File: config.mk
export PLATFORM = sky130hd
export DESIGN_NAME = mcpu_gen
export DESIGN_NICKNAME = d
export VERILOG_FILES = /design/src/rtl/mcpu_gen_pkg.sv /design/src/rtl/mcpu_gen_alu.sv /design/src/rtl/mcpu_gen.sv
export SDC_FILE = /design/constraint.sdc
export NUM_CORES = 1
export LEC_CHECK = 0
export BUFFER_PORTS_ARGS = -buffer_cell sky130_fd_sc_hd__buf_2
export CORE_ASPECT_RATIO = 0.75
export CORE_UTILIZATION = 45
export CTS_BUF_LIST = sky130_fd_sc_hd__clkbuf_8
export DETAILED_ROUTE_END_ITERATION = 10
export PLACE_DENSITY = 0.65
export SLEW_MARGIN = 10
export SYNTH_ARGS = -nofsm -noshare
export SYNTH_HDL_FRONTEND = slang
export SYNTH_HIERARCHICAL = 1
export SYNTH_SLANG_ARGS = --single-unit
File: constraint.sdc
create_clock -name clk -period 2.5 [get_ports clk]
set_input_delay 0.375 -clock clk [delete_from_list [all_inputs] [get_ports clk]]
set_output_delay 0.375 -clock clk [all_outputs]
set_load 0.01 [all_outputs]
File: src/rtl/mcpu_gen_pkg.sv
// mcpu_gen_pkg
// Shared definitions for the mcpu_gen accumulator core:
//   - opcode encodings carried in the top two bits of every instruction word
//   - the controller state enum
//   - a helper that tells which states present a memory read
package mcpu_gen_pkg;

  localparam logic [1:0] OP_NOR = 2'b00;
  localparam logic [1:0] OP_ADD = 2'b01;
  localparam logic [1:0] OP_STA = 2'b10;
  localparam logic [1:0] OP_JCC = 2'b11;

  typedef enum logic [2:0] {
    ST_FETCH,
    ST_NOR,
    ST_ADD,
    ST_STA,
    ST_CLRC
  } state_t;

  // FETCH reads the instruction, NOR/ADD read their operand.
  function automatic logic is_read_state(input state_t s);
    return (s == ST_FETCH) || (s == ST_NOR) || (s == ST_ADD);
  endfunction

endpackage

File: src/rtl/mcpu_gen_alu.sv
// mcpu_gen_alu
// Combinational datapath for the two arithmetic/logic instructions.
// Ports:
//   acc       in  DW  current accumulator
//   operand   in  DW  operand word read from memory
//   op        in  2   OP_ADD selects addition, anything else selects NOR
//   result    out DW  new accumulator value
//   carry_out out 1   carry out of the DW-bit addition (0 for NOR)
module mcpu_gen_alu
  import mcpu_gen_pkg::*;
#(
  parameter int DW = 8
) (
  input  logic [DW-1:0] acc,
  input  logic [DW-1:0] operand,
  input  logic [1:0]    op,
  output logic [DW-1:0] result,
  output logic          carry_out
);

  logic [DW:0] sum;

  // The sum is formed one bit wider so the carry falls out of the top bit.
  always_comb begin
    sum       = {1'b0, acc} + {1'b0, operand};
    result    = ~(acc | operand);
    carry_out = 1'b0;
    if (op == OP_ADD) begin
      result    = sum[DW-1:0];
      carry_out = sum[DW];
    end
  end

endmodule

File: src/rtl/mcpu_gen.sv
// mcpu_gen
// Parametrised accumulator CPU with a four-instruction ISA (NOR, ADD, STA,
// JCC). Instruction word = {opcode[1:0], operand address[DW-3:0]}.
// Memory interface is split read/write with a ready handshake; any state
// that presents an access waits while ready=0.
// Ports:
//   clk    in  1   clock, rising edge
//   rst    in  1   asynchronous active-low reset
//   rdata  in  DW  memory read data, used only when ready=1
//   ready  in  1   memory completes the presented access this cycle
//   addr   out AW  memory address (AW = DW-2)
//   rd_en  out 1   read presented (instruction fetch or operand read)
//   wr_en  out 1   write presented (STA)
//   wdata  out DW  accumulator, always driven
//   carry  out 1   carry flag
//   halt   out 1   sticky flag: a taken JCC jumped to its own address
module mcpu_gen
  import mcpu_gen_pkg::*;
#(
  parameter int             DW       = 8,
  parameter logic [DW-3:0]  RESET_PC = '0
) (
  input  logic          clk,
  input  logic          rst,
  input  logic [DW-1:0] rdata,
  input  logic          ready,
  output logic [DW-3:0] addr,
  output logic          rd_en,
  output logic          wr_en,
  output logic [DW-1:0] wdata,
  output logic          carry,
  output logic          halt
);

  localparam int AW = DW - 2;

  state_t        state;
  logic [DW-1:0] acc;
  logic [AW-1:0] adreg;
  logic [AW-1:0] pc;

  logic [1:0]    opcode;
  logic [AW-1:0] target;
  logic [1:0]    alu_op;
  logic [DW-1:0] alu_result;
  logic          alu_carry;

  assign opcode = rdata[DW-1:DW-2];
  assign target = rdata[AW-1:0];
  assign alu_op = (state == ST_ADD) ? OP_ADD : OP_NOR;

  mcpu_gen_alu #(
    .DW(DW)
  ) u_alu (
    .acc      (acc),
    .operand  (rdata),
    .op       (alu_op),
    .result   (alu_result),
    .carry_out(alu_carry)
  );

  assign addr  = adreg;
  assign wdata = acc;

  // Reset parks the FSM in FETCH, so the strobes are also gated by rst to
  // keep the bus quiet while reset is held and to drop them the instant
  // reset is asserted, even mid-access.
  assign rd_en = rst & is_read_state(state);
  assign wr_en = rst & (state == ST_STA);

  // Every access state only advances on ready=1, so rdata is never
  // sampled during a wait state. CLRC presents no access and ignores ready.
  always_ff @(posedge clk or negedge rst) begin
    if (!rst) begin
      state <= ST_FETCH;
      acc   <= '0;
      carry <= 1'b0;
      adreg <= RESET_PC;
      pc    <= RESET_PC;
      halt  <= 1'b0;
    end else begin
      case (state)
        ST_FETCH: begin
          if (ready) begin
            pc    <= adreg + 1'b1;
            adreg <= target;
            case (opcode)
              OP_NOR:  state <= ST_NOR;
              OP_ADD:  state <= ST_ADD;
              OP_STA:  state <= ST_STA;
              default: begin
                // JCC: taken when carry is clear; the operand address
                // loaded into adreg above is already the jump target.
                if (carry) begin
                  state <= ST_CLRC;
                end else begin
                  state <= ST_FETCH;
                  if (target == adreg) begin
                    halt <= 1'b1;
                  end
                end
              end
            endcase
          end
        end
        ST_NOR: begin
          if (ready) begin
            acc   <= alu_result;
            adreg <= pc;
            state <= ST_FETCH;
          end
        end
        ST_ADD: begin
          if (ready) begin
            acc   <= alu_result;
            carry <= alu_carry;
            adreg <= pc;
            state <= ST_FETCH;
          end
        end
        ST_STA: begin
          if (ready) begin
            adreg <= pc;
            state <= ST_FETCH;
          end
        end
        ST_CLRC: begin
          carry <= 1'b0;
          adreg <= pc;
          state <= ST_FETCH;
        end
        default: begin
          state <= ST_FETCH;
        end
      endcase
    end
  end

endmodule
# Yosys cells after proc, flatten, opt, wreduce, memory -nomap -nowiden
# Index checks and enable logic that the tools add are counted.
[totals] regBits=25 inputBits=11 out_inout_bits=18 elab_cells=53
[op_classes] addsub=2 eq_ne=11 muxes=13 bitwise_logic=6 reduce_logical=15
[ops] op="$pmux W6 S3" count=1
[ops] op="$mux W6" count=2
[ops] op="$add A8 B8 Y9" count=1
[ops] op="$mux W3" count=3
[ops] op="$pmux W3 S3" count=1
[ops] op="$mux W8" count=1
[ops] op="$not A8 Y8" count=1
[ops] op="$or A8 B8 Y8" count=1
[ops] op="$reduce_and A2 Y1" count=4
[ops] op="$add A6 B1 Y6 const B" count=1
[ops] op="$eq A3 B2 Y1 const B" count=2
[ops] op="$eq A6 B6 Y1" count=1
[ops] op="$pmux W3 S2" count=1
[ops] op="$reduce_or A3 Y1" count=2
[ops] op="$reduce_and A5 Y1" count=1
[ops] op="$ne A2 B2 Y1 const B" count=2
[ops] op="$eq A3 B1 Y1 const B" count=1
[ops] op="$eq A3 B3 Y1 const B" count=1
[ops] op="$logic_not A3 Y1" count=1
[ops] op="$mux W1" count=3
[ops] op="$reduce_and A3 Y1" count=1
[ops] op="$reduce_bool A3 Y1" count=1
[ops] op="$and A1 B1 Y1" count=2
[ops] op="$eq A2 B1 Y1 const B" count=1
[ops] op="other kinds (9)" count=11

# Longest topological paths before layout
[logic_depth] ltp_word=6 depth_mapped=11 mapped_depth_nobuf=11

# By module
# Netlist, hierarchy kept.
[by_module_without_submodules] mod="mcpu_gen" n_inst=1 cells_each=136 area_each_um2=1370.1 seq_area_each_um2=625.6
[by_module_without_submodules] mod="mcpu_gen_alu" n_inst=1 cells_each=80 area_each_um2=560.5 seq_area_each_um2=0.0

# Least setup slack after synthesis
# No wires, ideal clock.
[synth_path] path_type="register -> register" start="reg acc[0], in the netlist wdata[0]" end="reg carry" setup_ps=129 arrival_ps=1991 required_ps=2371 setup_slack_ps=380 path_stages_with_launch=12 path_buffers=0 period_less_slack_ps=2120 cell_sequence="dfrtp_1 ha_1 inv_1 fa_1 nor2b_4 o31a_1 o31a_1 o21ai_0 a21oi_1 nor3b_1 a21oi_1 o21ai_0"
[synth_between] elab_chain_len=4
[synth_lines] element="from (decl)" line_no="mcpu_gen.sv:38" rtl="logic [DW-1:0] acc;"
[synth_lines] element="from (signal assigned)" line_no="mcpu_gen.sv:108" rtl="acc <= alu_result;"
[synth_lines] element="from (signal assigned)" line_no="mcpu_gen.sv:115" rtl="acc <= alu_result;"
[synth_lines] element="$add A8 B8 Y9" line_no="mcpu_gen_alu.sv:25" rtl="sum = {1'b0, acc} + {1'b0, operand};"
[synth_lines] element="$mux W1" line_no="mcpu_gen_alu.sv:28" rtl="if (op == OP_ADD) begin"
[synth_lines] element="via alu_carry" line_no="mcpu_gen.sv:46" rtl="logic alu_carry;"
[synth_lines] element="$mux W1" line_no="mcpu_gen.sv:114" rtl="if (ready) begin"
[synth_lines] element="$pmux W1 S2" line_no="mcpu_gen.sv:82" rtl="case (state)"
[synth_lines] element="to (signal assigned)" line_no="mcpu_gen.sv:116" rtl="carry <= alu_carry;"
[synth_lines] element="to (decl)" line_no="mcpu_gen.sv:31" rtl="output logic carry,"
# The timed path passes the listed nets, and every way through them passes these cells. The select of a mux whose other input is x is not followed.
# A chain may end at the register's enable or synchronous reset.

# Worst setup path in the final report
# Same ends and word-level chain as after synthesis.

==> results by group <==
Setup path
  – Crit Path Max Fanout: 4
  – Req. time, crit path: 2.66 ns
  – Worst Path Arrival: 2.42 ns
  – CP max-delay cell: dfrtp_1
  – Startpoint types: flip-flop
  – CP Buf/Inv Count: 1
  – Cells along the critical path: ha_1 -> inv_1 -> fa_1 -> nor2b_4 -> o31a_1 -> o31a_1 -> o21ai_0 -> a21oi_1 -> nor3b_1 -> a21oi_1 -> o21ai_0
  – Kind of critical path: reg -> reg
  – CP endpoint kind: flip-flop
  – Crit path max-delay family: compound AO/OA/AOI/OAI gates
  – Max stage delay on crit path: 0.42 ns

CTS
  – # resized after CTS: 0
  – TritonCTS Sinks: 25
  – Hold Buf Count CTS: 0
  – Num CTS Buffers: 3
  – Worst skew pair latency: 0.28 ns
  – Clock-pin slew on the worst setup and hold paths: 0.09 ns
  – Clock root buffer: clkbuf_8
  – # Post-CTS Setup Buffers: 0
  – CTS tree: done
  – H-tree Lvls: 1
  – Clock buffer depth: 2

Synth
  – #FFs+latches synth: 25
  – Top FF cell, synth: dfrtp_1
  – Synth cell types: 33
  – Yosys warning total: 6
  – Mux cell area share after synthesis: 0.0933
  – Synthesized instance count: 216
  – Post-synthesis sequential area ratio: 0.324
  – Post-Synth XOR/XNOR Area: 0.0680
  – Largest family of logic cells by synthesized area: compound AO/OA/AOI/OAI gates
  – Synth Area in Simple Gates: 0.125
  – Synth Area in Compound Gates: 0.182
  – Mapped Nets: 248
  – Asr flop ratio synth: 1.00
  – Mapped Area: 1930 µm²
  – Syn_area_per_cell: 8.94 µm²
  – Synth Area in Adders: 0.140
  – EDFF count, synth: 0

Finish
  – # diodes: 0
  – Fin cells: 301
  – Fin nets: 279
  – Area Overhead vs Synth: 14.3%
  – Layout cells sized above 1: 0.236

GRT
  – All-Layer GR Usage: 0.210
  – Largest net degree at the start of global routing: 22
  – Gr ovfl total: 0
  – First-pass GRT wire length: 7180 µm
  – Initial antenna violation count: 0
  – Number of global-route vias before repair: 1,393

Power and ir drop
  – Leakage: 1.10 nW
  – PwrDens: 907 nW/µm²
  – VDD IR max: 0.000447 V

Timing
  – Count of final setup violators: 0
  – Fmax: 443 MHz
  – Fin worst setup slack: 0.243 ns
  – Fin. max-slew vios: 0
  – Clock Skew: 0.00530 ns
  – Min Tclk post-route: 2.26 ns
  – Period utilization: 0.903
  – Fin. Hold Viols: 0

Floorplanning
  – Io pins: 29
  – Die Y: 58.7 µm
  – Die X: 77.6 µm
  – Initial Utilization: 0.473
  – Die area: 4560 µm²
  – # rows: 20
  – Core area: 4080 µm²

Place
  – Setup WS pre-CTS: 0.171 ns
  – Placed insts: 296
  – I/O Buffers: 28
  – Final Wtd Congestion: 0.881
  – DPL Wire Length: 3160 µm

Routing
  – Final wirelength: 4270 µm
  – Via Count: 1,584
  – # DRC: 0
  – Via/cell ratio: 5.26
  – Routed WL per cell: 14.2 µm
  – Initial drt markers: 59
  – Router iterations before antenna repair: 4
  – ANT nets after route: 0

Status
  – Status: completed

Min path
  – HP Class: in -> async

Flow run
  – Max Cap Viol: 0
-- power breakdown --
group / switching (mW) / internal, mW / total [mW] / leakage (nW)
logic: 0.519 / 0.515 / 1.03 / 0.776
clock network: 0.139 / 0.112 / 0.251 / 0.0255
registers: 0.167 / 0.548 / 0.715 / 0.301
total: 0.825 / 1.17 / 2.00 / 1.10
-- worst reg2reg max path, delay by kind of cell, from the launching register on --
kind,cells,cell delay (ns)
AND/OR/NAND/NOR,2,0.20
adder cells (fa/ha/maj),2,0.49
buffers and inverters,1,0.07
flip-flops,1,0.42
AO/OA/AOI/OAI,6,0.95
-- Yosys cell counts, types with 2 or more instances --
library cell,n,share of area
o21ai_0,18,0.047
xor2_1,12,0.054
nand3_1,2,0.0052
xnor2_1,3,0.014
nor4_1,2,0.0065
a21o_1,9,0.035
inv_1,23,0.045
a21oi_1,11,0.029
nand2b_1,2,0.0065
o31a_1,2,0.0091
nor3_1,6,0.016
ha_1,20,0.13
buf_2,2,0.0052
nor2_1,20,0.039
a211oi_1,4,0.016
dfrtp_1,25,0.32
a311oi_1,6,0.027
clkbuf_1,7,0.014
and3_1,2,0.0065
mux2_2,16,0.093
nand2_1,12,0.023
-- state kept, by name (all words and copies together), names as in the netlist --
signal and cells:
halt 1, carry 1, pc 6, wdata 8, state 3, addr 6
-- path summary, 6_finish.rpt --
check	startpoint	end	slack, ns	cells after the start
max in group asynchronous	rst	wdata[6]	1.99	2
hold / removal	rst	carry	0.006	1
setup / recovery	wdata[0]	carry	0.24	11
setup reg to reg	wdata[0]	carry	0.24	11
min in group clk	halt	halt	0.49	1
hold reg to reg	halt	halt	0.49	1
-- cells by family (layout without fill, tap and decap cells) --
family,count (synthesis),in the layout
xor+xnor,15,15
flops,25,25
mux,16,16
compound gates,55,55
other cells,1,1
simple gates,50,50
fa+ha+maj,21,21
buf+inv,33,63
-- final cells by class --
type	instances	area, µm²
fillers	395	1870
multi-input cells	158	1180
flip-flops and latches	25	626
repair buffers	36	200
inverters	23	86.3
well taps	55	68.8
clock buffers	3	41.3
clock inverters	1	5.00
-- through the flow --
step / hold WS, ns / area, µm² / total power [mW] / setup TNS, ns / utilization
after floorplan: 0.0794 / 1930 / 1.44 / 0 / -
after global placement: 0.316 / 2150 / 1.73 / 0 / 0.528
after detailed placement: 0.320 / 2150 / 1.74 / 0 / 0.528
after CTS: 0.00742 / 2200 / 2.00 / 0 / 0.539
after global routing: 0.0163 / 2210 / 2.19 / -0.0117 / 0.541
final: 0.00574 / 2210 / 2.00 / 0 / 0.541
-- cells in the final DEF, fill, tap and decap left out, types with 3 or more instances in the layout --
cell	instances
buf_4	8
buf_2	28
a311oi_1	6
nand2_1	12
a21o_1	9
ha_1	20
o21ai_0	18
inv_1	23
clkbuf_8	3
a21oi_1	11
a211oi_1	4
xor2_1	12
mux2_2	16
nor2_1	20
nor3_1	6
dfrtp_1	25
xnor2_1	3
-- routing by layer --
layer,track usage,up-vias,wire [µm]
met3,0.0388,5,151
met2,0.291,29,1710
li1,-,797,-
met1,0.320,753,2350
met5,0,-,0
met4,0.0782,0,53
Note: power is estimated with default switching activity, not from simulation.
